[config.mk]
export PLATFORM = sky130hd
export DESIGN_NAME = dmem_arbiter_flat
export DESIGN_NICKNAME = d
export VERILOG_FILES = /design/src/rtl/dmem_arb_pkg.sv /design/src/rtl/dmem_arbiter_if.sv /design/src/rtl/rr_arbiter2.sv /design/src/rtl/dmem_arbiter.sv /design/src/flat_wrapper.sv
export SDC_FILE = /design/constraint.sdc
export NUM_CORES = 1
export LEC_CHECK = 0
export BUFFER_PORTS_ARGS = -buffer_cell sky130_fd_sc_hd__buf_2
export CORE_MARGIN = 2
export CORE_UTILIZATION = 40
export DETAILED_ROUTE_END_ITERATION = 10
export PLACE_DENSITY = 0.74
export SYNTH_ARGS = -nofsm -noshare
export SYNTH_HDL_FRONTEND = slang
export SYNTH_SLANG_ARGS = --single-unit
[constraint.sdc]
create_clock -name clk -period 8.7 [get_ports clk]
set_input_delay 0.87 -clock clk [delete_from_list [all_inputs] [get_ports clk]]
set_output_delay 0.87 -clock clk [all_outputs]
set_load 0.05 [all_outputs]
[src/rtl/dmem_arb_pkg.sv]
// rtl/dmem_arb_pkg.sv - shared types and constants for the data memory arbiter
package dmem_arb_pkg;

    typedef enum logic [1:0] {
        IDLE   = 2'd0,
        ACCESS = 2'd1,
        RESP   = 2'd2
    } state_t;

    localparam logic PORT0 = 1'b0;
    localparam logic PORT1 = 1'b1;

    // Cycles from the accepting edge to the edge that raises rspN_valid.
    localparam int unsigned RSP_LAT = 2;

endpackage

[src/rtl/dmem_arbiter_if.sv]
// rtl/dmem_arbiter_if.sv - requester/response/memory bundle for the data memory arbiter
interface dmem_arbiter_if #(
    parameter int AW = 32,
    parameter int DW = 32
);
    logic          req0_valid;
    logic          req0_ready;
    logic          req0_we;
    logic [AW-1:0] req0_addr;
    logic [DW-1:0] req0_wdata;
    logic          rsp0_valid;
    logic [DW-1:0] rsp0_rdata;
    logic          rsp0_err;

    logic          req1_valid;
    logic          req1_ready;
    logic          req1_we;
    logic [AW-1:0] req1_addr;
    logic [DW-1:0] req1_wdata;
    logic          rsp1_valid;
    logic [DW-1:0] rsp1_rdata;
    logic          rsp1_err;

    logic          mem_we;
    logic [AW-1:0] mem_addr;
    logic [DW-1:0] mem_wdata;
    logic [DW-1:0] mem_rdata;

    // Arbiter side.
    modport slave (
        input  req0_valid, req0_we, req0_addr, req0_wdata,
        output req0_ready, rsp0_valid, rsp0_rdata, rsp0_err,
        input  req1_valid, req1_we, req1_addr, req1_wdata,
        output req1_ready, rsp1_valid, rsp1_rdata, rsp1_err,
        output mem_we, mem_addr, mem_wdata,
        input  mem_rdata
    );

    // Requesters plus the memory itself.
    modport master (
        output req0_valid, req0_we, req0_addr, req0_wdata,
        input  req0_ready, rsp0_valid, rsp0_rdata, rsp0_err,
        output req1_valid, req1_we, req1_addr, req1_wdata,
        input  req1_ready, rsp1_valid, rsp1_rdata, rsp1_err,
        input  mem_we, mem_addr, mem_wdata,
        output mem_rdata
    );
endinterface

[src/rtl/rr_arbiter2.sv]
// rtl/rr_arbiter2.sv - stateless two-way round-robin grant logic
module rr_arbiter2
    import dmem_arb_pkg::*;
(
    input  logic       valid0_i,
    input  logic       valid1_i,
    input  logic       last_grant_i,
    input  logic       en_i,
    output logic [1:0] grant_o
);

    // One-hot grant: on a tie the port that did not win last time goes first.
    always_comb begin
        grant_o = 2'b00;
        if (en_i) begin
            if (valid0_i && valid1_i) begin
                grant_o = (last_grant_i == PORT0) ? 2'b10 : 2'b01;
            end else begin
                grant_o = {valid1_i, valid0_i};
            end
        end
    end

endmodule

[src/rtl/dmem_arbiter.sv]
// rtl/dmem_arbiter.sv - two-port round-robin sequencer for the single-port data memory (optional DMEM_ARB_RANGE_CHECK_EN)
module dmem_arbiter
    import dmem_arb_pkg::*;
#(
    parameter int AW    = 32,
    parameter int DW    = 32,
    parameter int DEPTH = 256
) (
    input  logic            clk,
    input  logic            rst,
    dmem_arbiter_if.slave   bus
);

    state_t        state_q;
    logic          last_grant_q;
    logic          owner_q;
    logic          we_q;
    logic          addr_err_q;
    logic          mem_we_q;
    logic [AW-1:0] mem_addr_q;
    logic [DW-1:0] mem_wdata_q;
    logic [DW-1:0] rdata_q;
    logic          rsp_err_q;
    logic [1:0]    rsp_valid_q;

    logic [1:0]    grant;
    logic          win_id;
    logic          sel_we;
    logic [AW-1:0] sel_addr;
    logic [DW-1:0] sel_wdata;
    logic          range_err;

    // Grants only in IDLE; held off during reset so no handshake is seen by a requester.
    rr_arbiter2 u_rr (
        .valid0_i     (bus.req0_valid),
        .valid1_i     (bus.req1_valid),
        .last_grant_i (last_grant_q),
        .en_i         ((state_q == IDLE) && !rst),
        .grant_o      (grant)
    );

    assign win_id    = grant[1] ? PORT1 : PORT0;
    assign sel_we    = grant[1] ? bus.req1_we    : bus.req0_we;
    assign sel_addr  = grant[1] ? bus.req1_addr  : bus.req0_addr;
    assign sel_wdata = grant[1] ? bus.req1_wdata : bus.req0_wdata;

`ifdef DMEM_ARB_RANGE_CHECK_EN
    localparam logic [AW-1:0] DEPTH_W = AW'(DEPTH);
    assign range_err = (sel_addr >= DEPTH_W);
`else
    assign range_err = 1'b0;
`endif

    // Sequencer: latch the winner, run one memory cycle, then pulse the owner's response.
    always_ff @(posedge clk or posedge rst) begin
        if (rst) begin
            state_q      <= IDLE;
            last_grant_q <= PORT1;
            owner_q      <= PORT0;
            we_q         <= 1'b0;
            addr_err_q   <= 1'b0;
            mem_we_q     <= 1'b0;
            mem_addr_q   <= '0;
            mem_wdata_q  <= '0;
            rdata_q      <= '0;
            rsp_err_q    <= 1'b0;
            rsp_valid_q  <= 2'b00;
        end else begin
            case (state_q)
                IDLE: begin
                    rsp_valid_q <= 2'b00;
                    if (grant != 2'b00) begin
                        owner_q      <= win_id;
                        last_grant_q <= win_id;
                        we_q         <= sel_we;
                        addr_err_q   <= range_err;
                        mem_addr_q   <= sel_addr;
                        mem_wdata_q  <= sel_wdata;
                        // Write enable is only ever high during the ACCESS cycle.
                        mem_we_q     <= sel_we && !range_err;
                        state_q      <= ACCESS;
                    end
                end
                ACCESS: begin
                    mem_we_q  <= 1'b0;
                    rdata_q   <= (we_q || addr_err_q) ? '0 : bus.mem_rdata;
                    rsp_err_q <= addr_err_q;
                    state_q   <= RESP;
                end
                RESP: begin
                    rsp_valid_q <= (owner_q == PORT1) ? 2'b10 : 2'b01;
                    state_q     <= IDLE;
                end
                default: begin
                    state_q <= IDLE;
                end
            endcase
        end
    end

    assign bus.req0_ready = grant[0];
    assign bus.req1_ready = grant[1];

    assign bus.rsp0_valid = rsp_valid_q[0];
    assign bus.rsp1_valid = rsp_valid_q[1];
    assign bus.rsp0_rdata = rdata_q;
    assign bus.rsp1_rdata = rdata_q;
    assign bus.rsp0_err   = rsp_err_q;
    assign bus.rsp1_err   = rsp_err_q;

    assign bus.mem_we     = mem_we_q;
    assign bus.mem_addr   = mem_addr_q;
    assign bus.mem_wdata  = mem_wdata_q;

endmodule

[src/flat_wrapper.sv]
// flat-port wrapper written by rule: the top's interface ports become plain ports
module dmem_arbiter_flat import dmem_arb_pkg::*;
#(
    parameter int AW    = 32,
    parameter int DW    = 32,
    parameter int DEPTH = 256
)
  (clk, rst, bus_req0_valid, bus_req0_we, bus_req0_addr, bus_req0_wdata, bus_req0_ready, bus_rsp0_valid, bus_rsp0_rdata, bus_rsp0_err, bus_req1_valid, bus_req1_we, bus_req1_addr, bus_req1_wdata, bus_req1_ready, bus_rsp1_valid, bus_rsp1_rdata, bus_rsp1_err, bus_mem_we, bus_mem_addr, bus_mem_wdata, bus_mem_rdata);
  dmem_arbiter_if #(.AW(AW), .DW(DW)) bus_i ();
  input  logic clk;
  input  logic rst;
  input wire logic [$bits(bus_i.req0_valid)-1:0] bus_req0_valid;
  input wire logic [$bits(bus_i.req0_we)-1:0] bus_req0_we;
  input wire logic [$bits(bus_i.req0_addr)-1:0] bus_req0_addr;
  input wire logic [$bits(bus_i.req0_wdata)-1:0] bus_req0_wdata;
  output wire logic [$bits(bus_i.req0_ready)-1:0] bus_req0_ready;
  output wire logic [$bits(bus_i.rsp0_valid)-1:0] bus_rsp0_valid;
  output wire logic [$bits(bus_i.rsp0_rdata)-1:0] bus_rsp0_rdata;
  output wire logic [$bits(bus_i.rsp0_err)-1:0] bus_rsp0_err;
  input wire logic [$bits(bus_i.req1_valid)-1:0] bus_req1_valid;
  input wire logic [$bits(bus_i.req1_we)-1:0] bus_req1_we;
  input wire logic [$bits(bus_i.req1_addr)-1:0] bus_req1_addr;
  input wire logic [$bits(bus_i.req1_wdata)-1:0] bus_req1_wdata;
  output wire logic [$bits(bus_i.req1_ready)-1:0] bus_req1_ready;
  output wire logic [$bits(bus_i.rsp1_valid)-1:0] bus_rsp1_valid;
  output wire logic [$bits(bus_i.rsp1_rdata)-1:0] bus_rsp1_rdata;
  output wire logic [$bits(bus_i.rsp1_err)-1:0] bus_rsp1_err;
  output wire logic [$bits(bus_i.mem_we)-1:0] bus_mem_we;
  output wire logic [$bits(bus_i.mem_addr)-1:0] bus_mem_addr;
  output wire logic [$bits(bus_i.mem_wdata)-1:0] bus_mem_wdata;
  input wire logic [$bits(bus_i.mem_rdata)-1:0] bus_mem_rdata;
  assign bus_i.req0_valid = bus_req0_valid;
  assign bus_i.req0_we = bus_req0_we;
  assign bus_i.req0_addr = bus_req0_addr;
  assign bus_i.req0_wdata = bus_req0_wdata;
  assign bus_req0_ready = bus_i.req0_ready;
  assign bus_rsp0_valid = bus_i.rsp0_valid;
  assign bus_rsp0_rdata = bus_i.rsp0_rdata;
  assign bus_rsp0_err = bus_i.rsp0_err;
  assign bus_i.req1_valid = bus_req1_valid;
  assign bus_i.req1_we = bus_req1_we;
  assign bus_i.req1_addr = bus_req1_addr;
  assign bus_i.req1_wdata = bus_req1_wdata;
  assign bus_req1_ready = bus_i.req1_ready;
  assign bus_rsp1_valid = bus_i.rsp1_valid;
  assign bus_rsp1_rdata = bus_i.rsp1_rdata;
  assign bus_rsp1_err = bus_i.rsp1_err;
  assign bus_mem_we = bus_i.mem_we;
  assign bus_mem_addr = bus_i.mem_addr;
  assign bus_mem_wdata = bus_i.mem_wdata;
  assign bus_i.mem_rdata = bus_mem_rdata;
  dmem_arbiter #(.AW(AW), .DW(DW), .DEPTH(DEPTH)) u_core (.clk(clk), .rst(rst), .bus(bus_i));
endmodule
==> results of run 1 <==
## layout by cell type, fill, tap and decap left out, types with 2 or more instances in the layout
| cell type | count |
|---|---|
| clkbuf_16 | 9 |
| nand2b_1 | 33 |
| inv_1 | 3 |
| clkinv_2 | 2 |
| o21ai_0 | 98 |
| clkinvlp_4 | 2 |
| buf_2 | 298 |
| buf_4 | 7 |
| dfrtp_1 | 103 |
| clkbuf_1 | 2 |
| nor2_1 | 2 |
| nand2_1 | 34 |
| a21oi_1 | 67 |
| conb_1 | 2 |
| nand3_1 | 65 |
| o21ai_1 | 2 |
| a31oi_1 | 66 |
## layout make-up
cell class	instances	area, um^2	area share (%)
clock buffer	11	233	3.49
inverter	4	17.5	0.263
sequential	104	2600	39.1
timing repair buffer	305	1540	23.2
clock inverter	5	33.8	0.507
tap	172	215	3.23
multi-input combinational	378	2020	30.3
## power by group
part,total (W),internal (W),switching (W),leakage (nW)
clock,0.000370,0.000194,0.000176,0.126
combinational,0.00105,0.000225,0.000821,1.79
sequential,0.000696,0.000609,0.0000875,1.22
total,0.00211,0.00103,0.00108,3.14
## worst max-delay path: stages
cell and delay [ps]:
buf_2 130, or3_4 600, nor2_1 190, buf_2 280
## cell families after synthesis
group,after synthesis,synth area share (%)
DFF,104,50.4
buffers and inverters,99,10.9
other,1,0.0726
and+or+nand+nor,139,13.8
AOI/OAI and AO/OA,237,24.8
## cell usage after synthesis (all sizes together) (2+ instances only)
| cell type | n |
|---|---|
| nor2 | 2 |
| a31oi | 66 |
| dfrtp | 103 |
| nand2 | 34 |
| nand2b | 34 |
| inv | 4 |
| buf | 63 |
| clkbuf | 32 |
| o21ai | 100 |
| nand3 | 65 |
| a21oi | 67 |
## state kept, by name, summed over array words and instances, names as in the netlist
name / flops
u_core.bus.mem_addr: 32
u_core.bus.mem_wdata: 32
u_core.bus.rsp0_rdata: 32
u_core.rsp_valid_q: 2
u_core.state_q: 2
u_core.bus.mem_we: 1
u_core.last_grant_q: 1
u_core.owner_q: 1
u_core.we_q: 1
## layer usage
metal	vias up	GRT usage, %	routed length (um)
li1	2475	-	-
met1	2438	28.5	6380
met2	264	38.8	7830
met3	30	4.17	1160
met4	0	8.28	382
met5	-	0	0
## per-stage QoR
step                      power (W)  worst slack, ps  instances  area, um^2
after floorplan             0.00154             5100        581        5170
after global placement      0.00175             5480        963        6400
after detailed placement    0.00176             5460        963        6400
after CTS                   0.00213             5740        979        6660
after global routing        0.00221             5660        979        6660
final                       0.00211             5740        979        6660
## worst max-delay path by stage
stage	to	slack (ps)	cells past startpoint
after floorplan	u_core.bus.mem_addr[0]	5100	1
after CTS	bus_req0_ready	5740	4
after global placement	u_core.bus.mem_we	5480	6
final	bus_req0_ready	5740	4
after global routing	bus_req1_ready	5660	4
after detailed placement	u_core.bus.mem_we	5460	6
==> results.toml, run 1 <==
[logic_synthesis]
yosysSeqAreaShare_pct = 50.4
ys_ff_latch = 104
syn_area_per_cell_um2 = 8.91
yosysTopAreaCellShare_pct = 49.9
synth_area_um2 = 5160
synth.distinct_cells = 26
async_flop_share_pct = 100
synth_edf_count = 0
yosys.area.top_type = "dfrtp_1"
synth_area_leaders = "dfrtp_1, o21ai_0, a31oi_1"
syn_inst = 580
synthFlopType = "dfrtp_1"
yosysWarnings = 0

[timing]
worst_pin_slew_ps = 1020
hold_viol = 0
hold_ws_ps = 483
slew_headroom_pct = 32.0
layout_min_cycle_time_ps = 2960
setup_violations = 0
slew_viol_final = 0
fmax_mhz = 338
rsz0062_at_grt = "no"
fin_crit_sh_pct = 34.0
finalSetupTns_ps = 0
skew_ps = 7.39

[global_route]
antenna_found_initial = 0
track_usage_pct = 22.6
grt_pass1_wl_um = 25400
grt_start_max_net_pins = 73
overflow = 0
grt_pass1_vias = 4861

[cells_and_area]
n_fill_cell = 1229
fin_nets = 968
area_growth_pct = 29.0
drive_gt1_share_pct = 40.6
antennaDiodeCount = 0
final_core_util_pct = 52.8

[clock_tree]
numCtsBuffers = 9
clk_path_buf_depth = 2
cts_setup_buffers = 0
cts-root-buf = "clkbuf_16"
insertion_delay_ps = 340
clk_pin_slew_ps = 70
ctsHoldBuffers = 0
cts_max_level = 3
cts_tree = "yes"
cts_resized = 0
clock_sinks = 104

[worst_setup_path]
rr_worst_depth = 5
critPathLaunchType = "input port"
crit_start = "rst"
arrival_ps = 2090
timing.rr.end = "u_core.bus.mem_addr[27]"
cp_data_required_time_ps = 7830
critPathMaxFanout = 68
endpoint_kind = "output pin"
regToRegSetupSlack_ps = 6290
worstSetupPathType = "input port to output pin"
r2r-start = "u_core.state_q[0]"

[detailed_routing]
wl_per_cell_um = 16.1
ant_nets = 0
wirelength_um = 15800
via_per_inst = 5.32
route.detailed.drc = 0
drt-initial-drc-count = 455
num_vias = 5207
drt_first_pass_iters = 5

[die]
core-area_um2 = 12600
io_pins = 301
initial_utilization_pct = 40.9
die_area_um2 = 13800
die-height_um = 118
die_w_um = 118
rows = 41

[placement]
gp_congestion = 0.838
dp_hpwl_um = 10600
io_buffers = 298

[power_and_ir_drop]
power_density_nw_per_um2 = 317
p_leak_nw = 3.14
vdd_drop_max_uv = 115

[hold_path]
worstHoldPathCells = 1
hold_path.startpoint = "u_core.owner_q"
hold_path.class = "register to register"
whs_endpoint = "u_core.rsp_valid_q[0]"

[outcome]
status = "finished, final reports clean"

[job]
cap_viol_max_count = 0
Power figures use the tool's default switching activity.
==> inputs of run 2 (changes only) <==
--- a/config.mk
+++ b/config.mk
@@ -5,11 +5,12 @@
 export SDC_FILE = /design/constraint.sdc
 export NUM_CORES = 1
 export LEC_CHECK = 0
+export ABC_AREA = 1
 export BUFFER_PORTS_ARGS = -buffer_cell sky130_fd_sc_hd__buf_2
 export CORE_MARGIN = 2
 export CORE_UTILIZATION = 40
 export DETAILED_ROUTE_END_ITERATION = 10
-export PLACE_DENSITY = 0.74
+export PLACE_DENSITY = 0.75
 export SYNTH_ARGS = -nofsm -noshare
 export SYNTH_HDL_FRONTEND = slang
 export SYNTH_SLANG_ARGS = --single-unit
==> constraint.sdc (replaced) <==
create_clock -name clk -period 2.7 [get_ports clk]
set_input_delay 0.27 -clock clk [delete_from_list [all_inputs] [get_ports clk]]
set_output_delay 0.27 -clock clk [all_outputs]
set_load 0.05 [all_outputs]
==> run 2 against run 1 <==
Compared with the run above: utilization down 0.49 points; synthesized area up 9.4%; sequential share of layout area down 3.1 points; clock power rose to 3.4 times the previous value; largest cell class unchanged; highest routed layer is now met5.
==> results.toml, run 2 <==
[logic_synthesis]
synth_top_family_by_area = "simple AND/OR/NAND/NOR gates"
synth_area_leaders = "dfrtp_1, nand3_1, nand2_1"
synthSimpleGateAreaFrac_pct = 27.1
syn_area_per_cell_um2 = 7.94
yosysMostFrequentCell = "nand2_1"
syn_inst = 712
async_flop_share_pct = 100
yosysTopAreaCellShare_pct = 45.6
ys_ff_latch = 104
yosys.area.top_type = "dfrtp_1"
synthFlopType = "dfrtp_1"
synth_edf_count = 0
synth_area_um2 = 5650
synth_xor_area_share_pct = 0
synth_adder_area_share_pct = 0
yosysWarnings = 0
synth_common_cells = "nand2_1, nand3_1, dfrtp_1"
synth.distinct_cells = 20
yosysSeqAreaShare_pct = 46.1
synth_compound_area_share_pct = 12.0
muxShareOfSynthArea_pct = 0

[timing]
hold_viol = 0
layout_min_cycle_time_ps = 2140
setup_violations = 0
fmax_mhz = 468
slew_viol_final = 0
worst_pin_slew_ps = 1010
fin_crit_sh_pct = 79.1
skew_ps = 10.7
slew_headroom_pct = 32.7
finalSetupTns_ps = 0
rsz0062_at_grt = "no"
setup_ws_ps = 565

[clock_tree]
cts_setup_buffers = 0
clk_pin_slew_ps = 70
numCtsBuffers = 9
cts_resized = 0
cts_tree = "yes"
cts_max_level = 3
clock_sinks = 104
clk_path_buf_depth = 2
cts-root-buf = "clkbuf_16"
insertion_delay_ps = 340
ctsHoldBuffers = 0

[cells_and_area]
n_fill_cell = 1312
area_growth_pct = 28.0
layout_common_cells = "buf_2, nand2_1, nand3_1"
final_common_cell = "buf_2"
fin_nets = 1115
antennaDiodeCount = 0
drive_gt1_share_pct = 35.8
stdcell_count = 1134

[global_route]
track_usage_pct = 20.8
antenna_found_initial = 1
grt_start_max_net_pins = 79
grt_pass1_wl_um = 24800
overflow = 0
grt_pass1_vias = 5007

[die]
core-area_um2 = 13800
rows = 43
die_area_um2 = 15100
initial_utilization_pct = 40.9
die-height_um = 123
io_pins = 301
die_w_um = 123

[power_and_ir_drop]
p_int_w = 0.00427
power_frac_comb_pct = 60.7
p_leak_nw = 4.21
switching_power_w = 0.00592
seq_power_share_pct = 27.2
swShare_pct = 58.1
vdd_drop_max_uv = 622
p_clk_share_pct = 12.1
power_density_nw_per_um2 = 1410

[detailed_routing]
via_per_inst = 4.89
wirelength_um = 16200
num_vias = 5549
ant_nets = 0
drt-initial-drc-count = 260
wl_per_cell_um = 14.3
drt_first_pass_iters = 5
route.detailed.drc = 0

[placement]
io_buffers = 298
dp_hpwl_um = 11700
dp_slack_ps = 830
dp_cells = 1118
gp_congestion = 0.788

[worst_setup_path]
arrival_ps = 1870
endpoint_kind = "output pin"
rr_worst_depth = 7
critPathMaxFanout = 32
critPathLaunchType = "register"
worstSetupPathType = "register to output pin"
cp_data_required_time_ps = 2430

[hold_path]
hold_path.class = "input port to asynchronous set/reset pin"

[job]
cap_viol_max_count = 0

[outcome]
status = "finished, final reports clean"
[run 2: cell types whose count changed in the layout (fill, tap and decap cells not counted), moves of 9 or more]
cell      previous run  this run
a21oi_1             67         0
a31oi_1             66         0
buf_4                7        16
inv_1                3        71
nand2_1             34       168
nand2b_1            33         0
nand3_1             65       163
o21ai_0             98        36
o21bai_1             0        65
[run 2: worst paths after layout]
| kind | from | end | slack, ps |
|---|---|---|---|
| worst min-delay path | rst | u_core.bus.mem_addr[4] | 90 |
| min in group clk | bus_mem_rdata[28] | u_core.bus.rsp0_rdata[28] | 150 |
| worst max-delay path | u_core.last_grant_q | bus_req0_ready | 560 |
| worst max register to register | u_core.last_grant_q | u_core.bus.mem_addr[30] | 850 |
| worst min register to register | u_core.owner_q | u_core.rsp_valid_q[0] | 460 |
| max in group asynchronous | rst | u_core.bus.mem_wdata[21] | 1280 |
[run 2: power groups by stage]
stage | clock network (W) | registers (W) | logic (W)
6_report | 0.00124 | 0.00277 | 0.00619
4_1_cts | 0.00128 | 0.00277 | 0.00623
2_1_floorplan | 0 | 0.00522 | 0.00259
5_1_grt | 0.00134 | 0.00285 | 0.00657
3_3_place_gp | 0 | 0.00278 | 0.00618
3_5_place_dp | 0 | 0.00276 | 0.00624
[run 2: layer usage]
layer,global-route usage (%),part of all wire (%),vias to the layer above
li1,-,-,2734
met1,25.6,41,2554
met2,36.8,50,243
met3,4.55,7.4,16
met4,5.60,1.2,2
met5,0,0.080,-
[run 2: logic make-up after synthesis]
family	count (synthesis)
AOI/OAI and AO/OA	102
buffers and inverters	163
DFF	104
other	1
and+or+nand+nor	342
[run 2: critical path, stage by stage (launching register included)]
cell and delay (ps):
dfstp_2 530, inv_1 40, a21boi_1 200, nand2_4 260, inv_1 200, buf_2 300
[run 2: final cells by class]
cell class                      instances  area (um^2)  area share (%)
Sequential cell                       104         2600            36.0
Multi-Input combinational cell        446         2230            30.8
Timing Repair Buffer                  314         1610            22.3
Inverter                               74          282            3.89
Clock buffer                           12          256            3.55
Tap cell                              180          225            3.11
Clock inverter                          4         27.5           0.381
[run 2: through the flow]
stage / cell area, um^2 / power, W / hold slack (ps) / utilization, %
after detailed placement: 6950 / 0.00900 / 451 / 50.3
after floorplan: 5660 / 0.00782 / 408 / -
after global placement: 6950 / 0.00897 / 436 / 50.3
final: 7230 / 0.0102 / 85.5 / 52.3
after global routing: 7230 / 0.0108 / 122 / 52.3
after CTS: 7230 / 0.0103 / 85.1 / 52.3
==> inputs of run 3 (changes only) <==
--- a/config.mk
+++ b/config.mk
@@ -10,7 +10,7 @@
 export CORE_MARGIN = 2
 export CORE_UTILIZATION = 40
 export DETAILED_ROUTE_END_ITERATION = 10
-export PLACE_DENSITY = 0.75
+export PLACE_DENSITY = 0.73
 export SYNTH_ARGS = -nofsm -noshare
 export SYNTH_HDL_FRONTEND = slang
 export SYNTH_SLANG_ARGS = --single-unit
==> constraint.sdc (replaced) <==
create_clock -name clk -period 2.06 [get_ports clk]
set_input_delay 0.206 -clock clk [delete_from_list [all_inputs] [get_ports clk]]
set_output_delay 0.206 -clock clk [all_outputs]
set_load 0.05 [all_outputs]
==> run 3 against run 2 <==
Compared with the run above: total power grew 32%; first-iteration DRC count down 3.5%; clock power rose by 41%; flip-flop and latch count unchanged; sequential share of layout area is 0.27 points lower; clock-buffer cell count decreased by 1; non-clock buffer count is 1 lower; global-route usage is 0.34 points higher; cell count unchanged; cell area grew 0.76%; register-to-register slack worse by 450 ps; largest cell class unchanged; largest power group unchanged.
==> results.toml, run 3 (synthesis gave the netlist of run 2 again) <==
[power_and_ir_drop]
seq_power_share_pct = 26.6
swShare_pct = 57.5
vdd_drop_max_uv = 950
p_int_w = 0.00574
power_density_nw_per_um2 = 1850
switching_power_w = 0.00775
fin_total_pwr_w = 0.0135
power_frac_comb_pct = 60.4
p_leak_nw = 4.23
p_clk_share_pct = 13.0

[timing]
rsz0062_at_grt = "no"
slew_headroom_pct = 63.0
slew_viol_final = 0
setup_violations = 0
layout_min_cycle_time_ps = 1900
worst_pin_slew_ps = 555
skew_ps = 6.82
fin_crit_sh_pct = 92.3
hold_viol = 0
setup_ws_ps = 158
hold_ws_ps = 94.0
fmax_mhz = 526

[global_route]
grt_start_max_net_pins = 105
grt_pass1_vias = 5012
antenna_found_initial = 3
track_usage_pct = 21.2
overflow = 0
grt_pass1_wl_um = 25000

[die]
core-area_um2 = 13800
rows = 43
initial_utilization_pct = 40.9
die_area_um2 = 15100
die_w_um = 123
die-height_um = 123
io_pins = 301

[worst_setup_path]
cp_data_required_time_ps = 1850
critPathMaxFanout = 4
cp_common_cell = "inv_1"
worstSetupPathType = "register to output pin"
regToRegSetupSlack_ps = 400
slowest_delay_ps = 530
critPathLaunchType = "register"
timing.rr.end = "u_core.bus.mem_addr[27]"
r2r-start = "u_core.last_grant_q"
rr_worst_depth = 7
cp_num_buf_inv = 3
crit_chain = "inv_1 -> a21boi_1 -> nand2_4 -> inv_1 -> buf_2"
crit_slowest_cell = "dfstp_2"
arrival_ps = 1700
crit_family = "flip-flops"
endpoint_kind = "output pin"

[clock_tree]
cts_resized = 0
ctsHoldBuffers = 0
insertion_delay_ps = 340
clk_pin_slew_ps = 70
cts_setup_buffers = 0
cts-root-buf = "clkbuf_16"
clk_path_buf_depth = 2
numCtsBuffers = 9
cts_tree = "yes"
clock_sinks = 104
cts_max_level = 3

[cells_and_area]
layout_common_cells = "buf_2, nand2_1, nand3_1"
fin_nets = 1114
final_common_cell = "buf_2"
n_fill_cell = 1351
area_growth_pct = 28.9
final_core_util_pct = 52.7
drive_gt1_share_pct = 35.9
final_area_um2 = 7290

[placement]
dp_hpwl_um = 11200
io_buffers = 298
gp_congestion = 0.768
dp_slack_ps = 387
place_area_um2 = 6980

[job]
cap_viol_max_count = 0

[detailed_routing]
drt_first_pass_iters = 4
wirelength_um = 16200
wl_per_cell_um = 14.3
via_per_inst = 4.91
route.detailed.drc = 0
ant_nets = 0
drt-initial-drc-count = 251
num_vias = 5563

[hold_path]
worstHoldPathCells = 3
hold_path.startpoint = "bus_mem_rdata[26]"
whs_endpoint = "u_core.bus.rsp0_rdata[26]"
hold_path.class = "input port to register"

[outcome]
status = "finished, final reports clean"
[run 3: changes by cell type in the layout (fill, tap and decap cells not counted), sizes merged]
cell / previous run / this run
buf: 314 / 313
clkbuf: 12 / 11
bufinv: 0 / 1
diode: 0 / 1
[run 3: how the worst max path moves through the flow]
stage	startpoint	end	slack [ps]	depth (start not counted)
detailed placement	u_core.last_grant_q	u_core.bus.mem_addr[14]	390	6
floorplan	rst	u_core.bus.mem_addr[4]	-590	7
CTS	u_core.last_grant_q	bus_req0_ready	140	5
global route	u_core.last_grant_q	bus_req0_ready	100	5
finish	u_core.last_grant_q	bus_req0_ready	160	5
global placement	u_core.last_grant_q	u_core.bus.mem_addr[14]	400	6
[run 3: routing by layer]
metal	GRT usage, %	vias up	share of wire [%]
met1	26.6	2585	41
met2	35.4	227	49
met4	6.75	4	1.1
met3	5.62	17	7.9
li1	-	2730	-
met5	0	-	0.17
[run 3: through the flow]
step	setup TNS, ps	cells
after floorplan	-37460	713
after global placement	0	1117
after detailed placement	0	1117
after CTS	0	1133
after global routing	0	1134
final	0	1134
[run 3: area by class of cell]
cell class / count / area [um^2] / area share (%)
diodes: 1 / 2.50 / 0.0343
well taps: 180 / 225 / 3.09
repair buffers: 313 / 1640 / 22.5
flip-flops and latches: 104 / 2600 / 35.7
multi-input cells: 446 / 2230 / 30.6
clock inverters: 5 / 53.8 / 0.738
inverters: 74 / 282 / 3.86
clock buffers: 11 / 253 / 3.47
[run 3: tightest hold or removal path: stages]
cell and delay [ps]:
buf_2 70, nand3_1 60, nand2_1 50
[run 3: power groups by stage]
stage | combinational, W | clock [W] | sequential [W]
6_report | 0.00814 | 0.00175 | 0.00359
5_1_grt | 0.00865 | 0.00189 | 0.00372
2_1_floorplan | 0.00341 | 0 | 0.00684
3_3_place_gp | 0.00815 | 0 | 0.00360
3_5_place_dp | 0.00821 | 0 | 0.00360
4_1_cts | 0.00821 | 0.00182 | 0.00360
